--- config.mk ---
export PLATFORM = sky130hd
export DESIGN_NAME = nbody_pair_sequencer
export DESIGN_NICKNAME = d
export VERILOG_FILES = /design/src/rtl/nbody_pkg.sv /design/src/rtl/nbody_pair_sequencer_tag_delay_line.sv /design/src/rtl/nbody_pair_sequencer.sv
export SDC_FILE = /design/constraint.sdc
export NUM_CORES = 2
export LEC_CHECK = 0
export BUFFER_PORTS_ARGS = -buffer_cell sky130_fd_sc_hd__buf_2
export CAP_MARGIN = 20
export CELL_PAD_IN_SITES_DETAIL_PLACEMENT = 0
export CELL_PAD_IN_SITES_GLOBAL_PLACEMENT = 1
export CORE_ASPECT_RATIO = 1.2
export CORE_MARGIN = 3
export CORE_UTILIZATION = 48
export DETAILED_ROUTE_END_ITERATION = 12
export HOLD_SLACK_MARGIN = 0.06
export PLACE_DENSITY = 0.85
export SYNTH_ARGS = -nofsm -noshare
export SYNTH_HDL_FRONTEND = slang
export SYNTH_SLANG_ARGS = --single-unit
--- constraint.sdc ---
create_clock -name clk -period 80.5 [get_ports clk]
set_clock_uncertainty 0.15 [all_clocks]
set_input_delay 8.05 -clock clk [delete_from_list [all_inputs] [get_ports clk]]
set_output_delay 8.05 -clock clk [all_outputs]
set_load 0.005 [all_outputs]
--- src/rtl/nbody_pkg.sv ---
// Shared constants, pair tag payload and sequencer state for the n-body pair issue path.
package nbody_pkg;

   localparam int unsigned BODIES          = 512;
   localparam int unsigned BODY_ADDR_WIDTH = $clog2(BODIES);

   // Arithmetic unit latencies shared with getAccl
   localparam int unsigned MultTime     = 7;
   localparam int unsigned AddTime      = 12;
   localparam int unsigned InvSqrtTime  = 59;
   localparam int unsigned ACCL_LATENCY = 3 * AddTime + 4 * MultTime + InvSqrtTime;

   localparam int unsigned RAM_LATENCY = 1;
   localparam int unsigned TAG_DELAY   = RAM_LATENCY + ACCL_LATENCY;
   localparam int unsigned DRAIN_W     = $clog2(TAG_DELAY);

   typedef struct packed {
      logic                       valid;
      logic [BODY_ADDR_WIDTH-1:0] i;
      logic [BODY_ADDR_WIDTH-1:0] j;
      logic                       self;
      logic                       last_j;
      logic                       last;
   } pair_tag_t;

   localparam int unsigned TAG_W = $bits(pair_tag_t);

   typedef enum logic [1:0] {
      ST_IDLE,
      ST_ISSUE,
      ST_DRAIN,
      ST_FINISH
   } seq_state_t;

endpackage

--- src/rtl/nbody_pair_sequencer_tag_delay_line.sv ---
// Fixed-depth shift register carrying pair tags alongside the RAM + getAccl latency.
module tag_delay_line #(
   parameter int unsigned DEPTH = 1,
   parameter int unsigned WIDTH = 1
) (
   input  logic             clk,
   input  logic             rst,
   input  logic             flush,
   input  logic [WIDTH-1:0] din,
   output logic [WIDTH-1:0] dout
);

   logic [WIDTH-1:0] sr [DEPTH];

   // Shift one stage per cycle; flush empties every stage
   always_ff @(posedge clk or posedge rst) begin
      if (rst) begin
         for (int k = 0; k < int'(DEPTH); k++) sr[k] <= '0;
      end else if (flush) begin
         for (int k = 0; k < int'(DEPTH); k++) sr[k] <= '0;
      end else begin
         sr[0] <= din;
         for (int k = 1; k < int'(DEPTH); k++) sr[k] <= sr[k-1];
      end
   end

   assign dout = sr[DEPTH-1];

endmodule

--- src/rtl/nbody_pair_sequencer.sv ---
// Walks all (i, j) body pairs once per timestep and tags each pair through to the getAccl output.
// Optional feature: define NBODY_PAIR_SKIP_SELF_EN to never issue the i == j pairs.
module nbody_pair_sequencer
   import nbody_pkg::*;
(
   input  logic                       clk,
   input  logic                       rst,
   input  logic                       start,
   input  logic                       abort,
   input  logic [BODY_ADDR_WIDTH:0]   num_bodies,
   output logic [BODY_ADDR_WIDTH-1:0] rd_i,
   output logic [BODY_ADDR_WIDTH-1:0] rd_j,
   output logic                       issue_valid,
   output logic                       res_valid,
   output logic [BODY_ADDR_WIDTH-1:0] res_i,
   output logic [BODY_ADDR_WIDTH-1:0] res_j,
   output logic                       res_self,
   output logic                       res_last_j,
   output logic                       res_last,
   output logic                       busy,
   output logic                       done
);

   localparam int unsigned AW = BODY_ADDR_WIDTH;

   seq_state_t         state;
   logic [AW:0]        n_q;
   logic [DRAIN_W-1:0] drain_cnt;

   logic [AW:0]        n_clamp_c;
   logic               pair_zero_c;
   logic [AW-1:0]      first_j_c;
   logic [AW-1:0]      n_m1_c;
   logic               row_last_c;
   logic               last_c;
   logic               self_c;
   pair_tag_t          tag_in_c;
   pair_tag_t          res_tag;
   logic [TAG_W-1:0]   tag_out;

   // Body count clamp and pair-walk boundary decode
   always_comb begin
      n_clamp_c = (num_bodies > (AW+1)'(BODIES)) ? (AW+1)'(BODIES) : num_bodies;
      n_m1_c    = AW'(n_q - (AW+1)'(1));
`ifdef NBODY_PAIR_SKIP_SELF_EN
      pair_zero_c = (n_clamp_c <= (AW+1)'(1));
      first_j_c   = AW'(1);
      row_last_c  = (rd_j == n_m1_c) ||
                    ((rd_i == n_m1_c) && (rd_j == AW'(n_q - (AW+1)'(2))));
      self_c      = 1'b0;
`else
      pair_zero_c = (n_clamp_c == '0);
      first_j_c   = '0;
      row_last_c  = (rd_j == n_m1_c);
      self_c      = (rd_i == rd_j);
`endif
      last_c = row_last_c && (rd_i == n_m1_c);
   end

   // Tag for the pair currently on the read address ports
   always_comb begin
      tag_in_c        = '0;
      tag_in_c.valid  = issue_valid;
      tag_in_c.i      = rd_i;
      tag_in_c.j      = rd_j;
      tag_in_c.self   = self_c;
      tag_in_c.last_j = row_last_c;
      tag_in_c.last   = last_c;
   end

   // Sweep controller: IDLE -> ISSUE -> DRAIN -> FINISH, abort returns to IDLE
   always_ff @(posedge clk or posedge rst) begin
      if (rst) begin
         state       <= ST_IDLE;
         n_q         <= '0;
         drain_cnt   <= '0;
         rd_i        <= '0;
         rd_j        <= '0;
         issue_valid <= 1'b0;
         busy        <= 1'b0;
         done        <= 1'b0;
      end else if (abort) begin
         state       <= ST_IDLE;
         drain_cnt   <= '0;
         rd_i        <= '0;
         rd_j        <= '0;
         issue_valid <= 1'b0;
         busy        <= 1'b0;
         done        <= 1'b0;
      end else begin
         case (state)
            ST_IDLE: begin
               done <= 1'b0;
               if (start) begin
                  n_q <= n_clamp_c;
                  if (pair_zero_c) begin
                     state <= ST_FINISH;
                     done  <= 1'b1;
                  end else begin
                     state       <= ST_ISSUE;
                     busy        <= 1'b1;
                     issue_valid <= 1'b1;
                     rd_i        <= '0;
                     rd_j        <= first_j_c;
                  end
               end
            end
            ST_ISSUE: begin
               if (last_c) begin
                  state       <= ST_DRAIN;
                  issue_valid <= 1'b0;
                  drain_cnt   <= '0;
               end else if (row_last_c) begin
                  rd_i <= AW'(rd_i + AW'(1));
                  rd_j <= '0;
               end else begin
`ifdef NBODY_PAIR_SKIP_SELF_EN
                  if (AW'(rd_j + AW'(1)) == rd_i) rd_j <= AW'(rd_j + AW'(2));
                  else                            rd_j <= AW'(rd_j + AW'(1));
`else
                  rd_j <= AW'(rd_j + AW'(1));
`endif
               end
            end
            ST_DRAIN: begin
               if (drain_cnt == DRAIN_W'(TAG_DELAY - 1)) begin
                  state <= ST_FINISH;
                  busy  <= 1'b0;
                  done  <= 1'b1;
                  rd_i  <= '0;
                  rd_j  <= '0;
               end else begin
                  drain_cnt <= DRAIN_W'(drain_cnt + DRAIN_W'(1));
               end
            end
            ST_FINISH: begin
               state <= ST_IDLE;
               done  <= 1'b0;
            end
            default: state <= ST_IDLE;
         endcase
      end
   end

   tag_delay_line #(
      .DEPTH (TAG_DELAY),
      .WIDTH (TAG_W)
   ) u_tag_delay (
      .clk   (clk),
      .rst   (rst),
      .flush (abort),
      .din   (tag_in_c),
      .dout  (tag_out)
   );

   assign res_tag    = pair_tag_t'(tag_out);
   assign res_valid  = res_tag.valid;
   assign res_i      = res_tag.i;
   assign res_j      = res_tag.j;
   assign res_self   = res_tag.self;
   assign res_last_j = res_tag.last_j;
   assign res_last   = res_tag.last;

endmodule

==> out/metrics.yaml <==
global_routing:
  grt_pass1_wl_um: 203000
  grt_max_degree: 259
  overflow: 0
  antenna_found_initial: 0
  track_usage_pct: 12.4
  grt_pass1_vias: 41400
logic_synthesis:
  netlist.area_leader.share_pct: 77.4
  synthCells: 6122
  yosys.cell_count.top_type: "dfrtp_1"
  ys_ff_latch: 2767
  async_flop_share_pct: 100
  synthFlopType: "dfrtp_1"
  yosysTopAreaCell: "dfrtp_1"
  ys_seq_area_share_pct: 77.4
  yosysWarnings: 0
  synth_edf_count: 0
  ys_top_cells_by_count: "2767 x dfrtp_1, 2721 x nor2b_1, 313 x clkbuf_1"
  synth_fp_nets: 6143
  synth_area_um2: 89500
  syn_avg_cell_area_um2: 14.6
  synthTopCellsByArea: "dfrtp_1 77%, nor2b_1 19%, clkbuf_1 1.3%"
  synth.distinct_cells: 54
clock_tree:
  clk_latency_ns: 0.84
  cts_tree: "yes"
  ctsLongestPathBuffers: 3
  cts_resized: 0
  numCtsBuffers: 241
  cts.sinks: 2767
  root_buffer: "clkbuf_16"
  cts_hold_buffers: 0
  path_clk_slew_ns: 0.06
  htreeDepth: 4
  postCtsSetupRepairBufs: 0
worst_setup_path:
  rrSetupSlack_ns: 76.52
  cp-startpoint: "rst"
  worstSetupEndpointType: "async pin"
  worst_r2r_startpoint: "n_q[0]"
  worst-setup-path-type: "in2async"
  critPathArrivalTime_ns: 12.35
  required_ns: 81.17
  r2r-end: "drain_cnt[3]"
  r2r_cells: 9
  cp_max_fo: 198
  endpoint: "u_tag_delay.sr[1960]"
  start_kind: "input port"
cells_and_area:
  finalInstanceArea_um2: 101000
  syn2layout_area_growth_pct: 12.4
  fillCellCount: 14500
  drive_gt1_share_pct: 8.14
  nets: 6155
  fin_util_pct: 54.6
hold_path:
  hold_class: "reg2reg"
sta:
  hold_violations: 0
  drv_slew: 0
  rsz0062_at_grt: "no"
  worstMarginPinSlew_ns: 1.12
  finalCritPeriodShare_pct: 14.5
  min_period_ns: 11.68
  maxSlewHeadroom_pct: 25.0
  fmax_mhz: 85.6
  fin_tns_setup_ns: 0
  setup_viol: 0
drt:
  wl_um: 114000
  wl_per_cell_um: 13.0
  num_vias: 39500
  maxUsedRoutingLayer: "met4"
  dr_wl_met3_um: 3870
  dr_wl_met2_um: 51000
  drt_iter0_drc: 2518
  wl_met1_um: 56300
  first_pass_iters: 4
  avgViaCountPerCell: 4.50
  ant_nets: 0
  drc: 0
floorplanning:
  core-area_um2: 184000
  start_util_pct: 48.6
  io_pins: 57
  die_x_um: 400
  dieArea_um2: 192000
  rows: 172
  die_h_um: 479
run:
  maxCapViolCount: 0
outcome:
  status: "completed"
place:
  gp_congestion: 0.768
  portBuffers: 56
  placed_area_um2: 92000
  hpwl_um: 52700
power_and_ir_drop:
  leakage_nw: 50.2
  vdd_drop_max_v: 0.0000212
  pwr_density_cell_nw_per_um2: 26.6
[worst max-delay path: stages]
cell	delay, ns
buf_2	0.11
clkinvlp_4	0.07
buf_12	0.50
buf_12	0.72
buf_4	0.79
buf_12	0.73
buf_12	0.77
[power by group]
part | switching [W] | total [W] | internal, W
Combinational | 0.0000723 | 0.0000948 | 0.0000225
Sequential | 0.00000790 | 0.00140 | 0.00140
Clock | 0.000496 | 0.00118 | 0.000680
Total | 0.000576 | 0.00267 | 0.00210
[per-layer routing]
metal | vias up | track usage, %
met1 | 20300 | 18.8
met5 | - | 0
met3 | 213 | 2.60
met4 | 0 | 4.06
met2 | 394 | 18.1
li1 | 18600 | -
[through the flow]
step / cells / hold slack (ns) / power [W] / setup WS (ns)
global route: 8774 / 0.289 / 0.00278 / 68.18
CTS: 8767 / 0.265 / 0.00271 / 68.70
floorplan: 6122 / 0.289 / 0.00151 / 33.81
global placement: 8320 / 0.290 / 0.00152 / 67.91
finish: 8775 / 0.268 / 0.00267 / 68.82
detailed placement: 8320 / 0.296 / 0.00152 / 67.76
[logic make-up after synthesis]
logic type | Yosys count | synth area share [%]
AO/OA/AOI/OAI | 90 | 0.659
XOR/XNOR | 25 | 0.276
adder cells (fa/ha/maj) | 9 | 0.120
buffers and inverters | 361 | 1.62
flip-flops | 2767 | 77.4
multiplexers | 6 | 0.0685
AND/OR/NAND/NOR | 2864 | 19.9
[how the worst min path moves through the flow]
| stage | cells after the start | slack [ns] | endpoint | from |
|---|---|---|---|---|
| finish | 1 | 0.27 | u_tag_delay.sr[2016] | u_tag_delay.sr[2038] |
| floorplan | 1 | 0.29 | u_tag_delay.dout[0] | u_tag_delay.sr[22] |
| global placement | 1 | 0.29 | u_tag_delay.sr[1685] | u_tag_delay.sr[1707] |
| detailed placement | 1 | 0.30 | u_tag_delay.sr[1062] | u_tag_delay.sr[1084] |
| global route | 1 | 0.29 | u_tag_delay.sr[2016] | u_tag_delay.sr[2038] |
| CTS | 1 | 0.27 | u_tag_delay.sr[1754] | u_tag_delay.sr[1776] |
[cell type report]
type / instances / area, µm² / area share, %
diodes: 1 / 2.50 / 0.00249
clock buffers: 353 / 7080 / 7.05
clock inverters: 94 / 1290 / 1.28
inverters: 21 / 82.6 / 0.0822
multi-input cells: 2994 / 18800 / 18.7
flip-flops and latches: 2767 / 69200 / 68.9
well taps: 2436 / 3050 / 3.03
repair buffers: 109 / 1010 / 1.00
[state kept, by name, indices dropped and copies added (netlist names)]
name              cells
u_tag_delay.dout     22
u_tag_delay.sr     2706
state                 2
done                  1
drain_cnt             7
issue_valid           1
rd_i                  9
busy                  1
rd_j                  9
n_q                   9
[cells in the final DEF, fill, tap and decap left out, types with 4 or more instances in the layout]
cell	synthesis	layout
a211oi_1	4	4
a21oi_1	21	21
buf_12	0	15
buf_16	0	7
buf_2	4	55
buf_4	18	32
bufinv_16	0	21
clkbuf_1	313	51
clkbuf_16	0	243
clkbuf_8	0	59
clkinv_16	0	7
clkinv_2	0	44
clkinv_4	0	5
clkinvlp_4	0	9
dfrtp_1	2767	2767
ha_1	7	7
inv_1	21	20
inv_6	0	4
mux2i_1	5	5
nand2_1	41	41
nand2b_1	14	14
nand3_1	16	16
nand4_1	7	7
nor2_1	24	24
nor2b_1	2721	2721
nor3_1	6	6
nor4_1	7	7
o21ai_0	26	26
o22ai_1	7	7
o31ai_1	12	12
or3_1	6	6
or4_1	7	7
xnor2_1	17	17
xor2_1	6	6
Note: power is estimated with default switching activity, not from simulation.
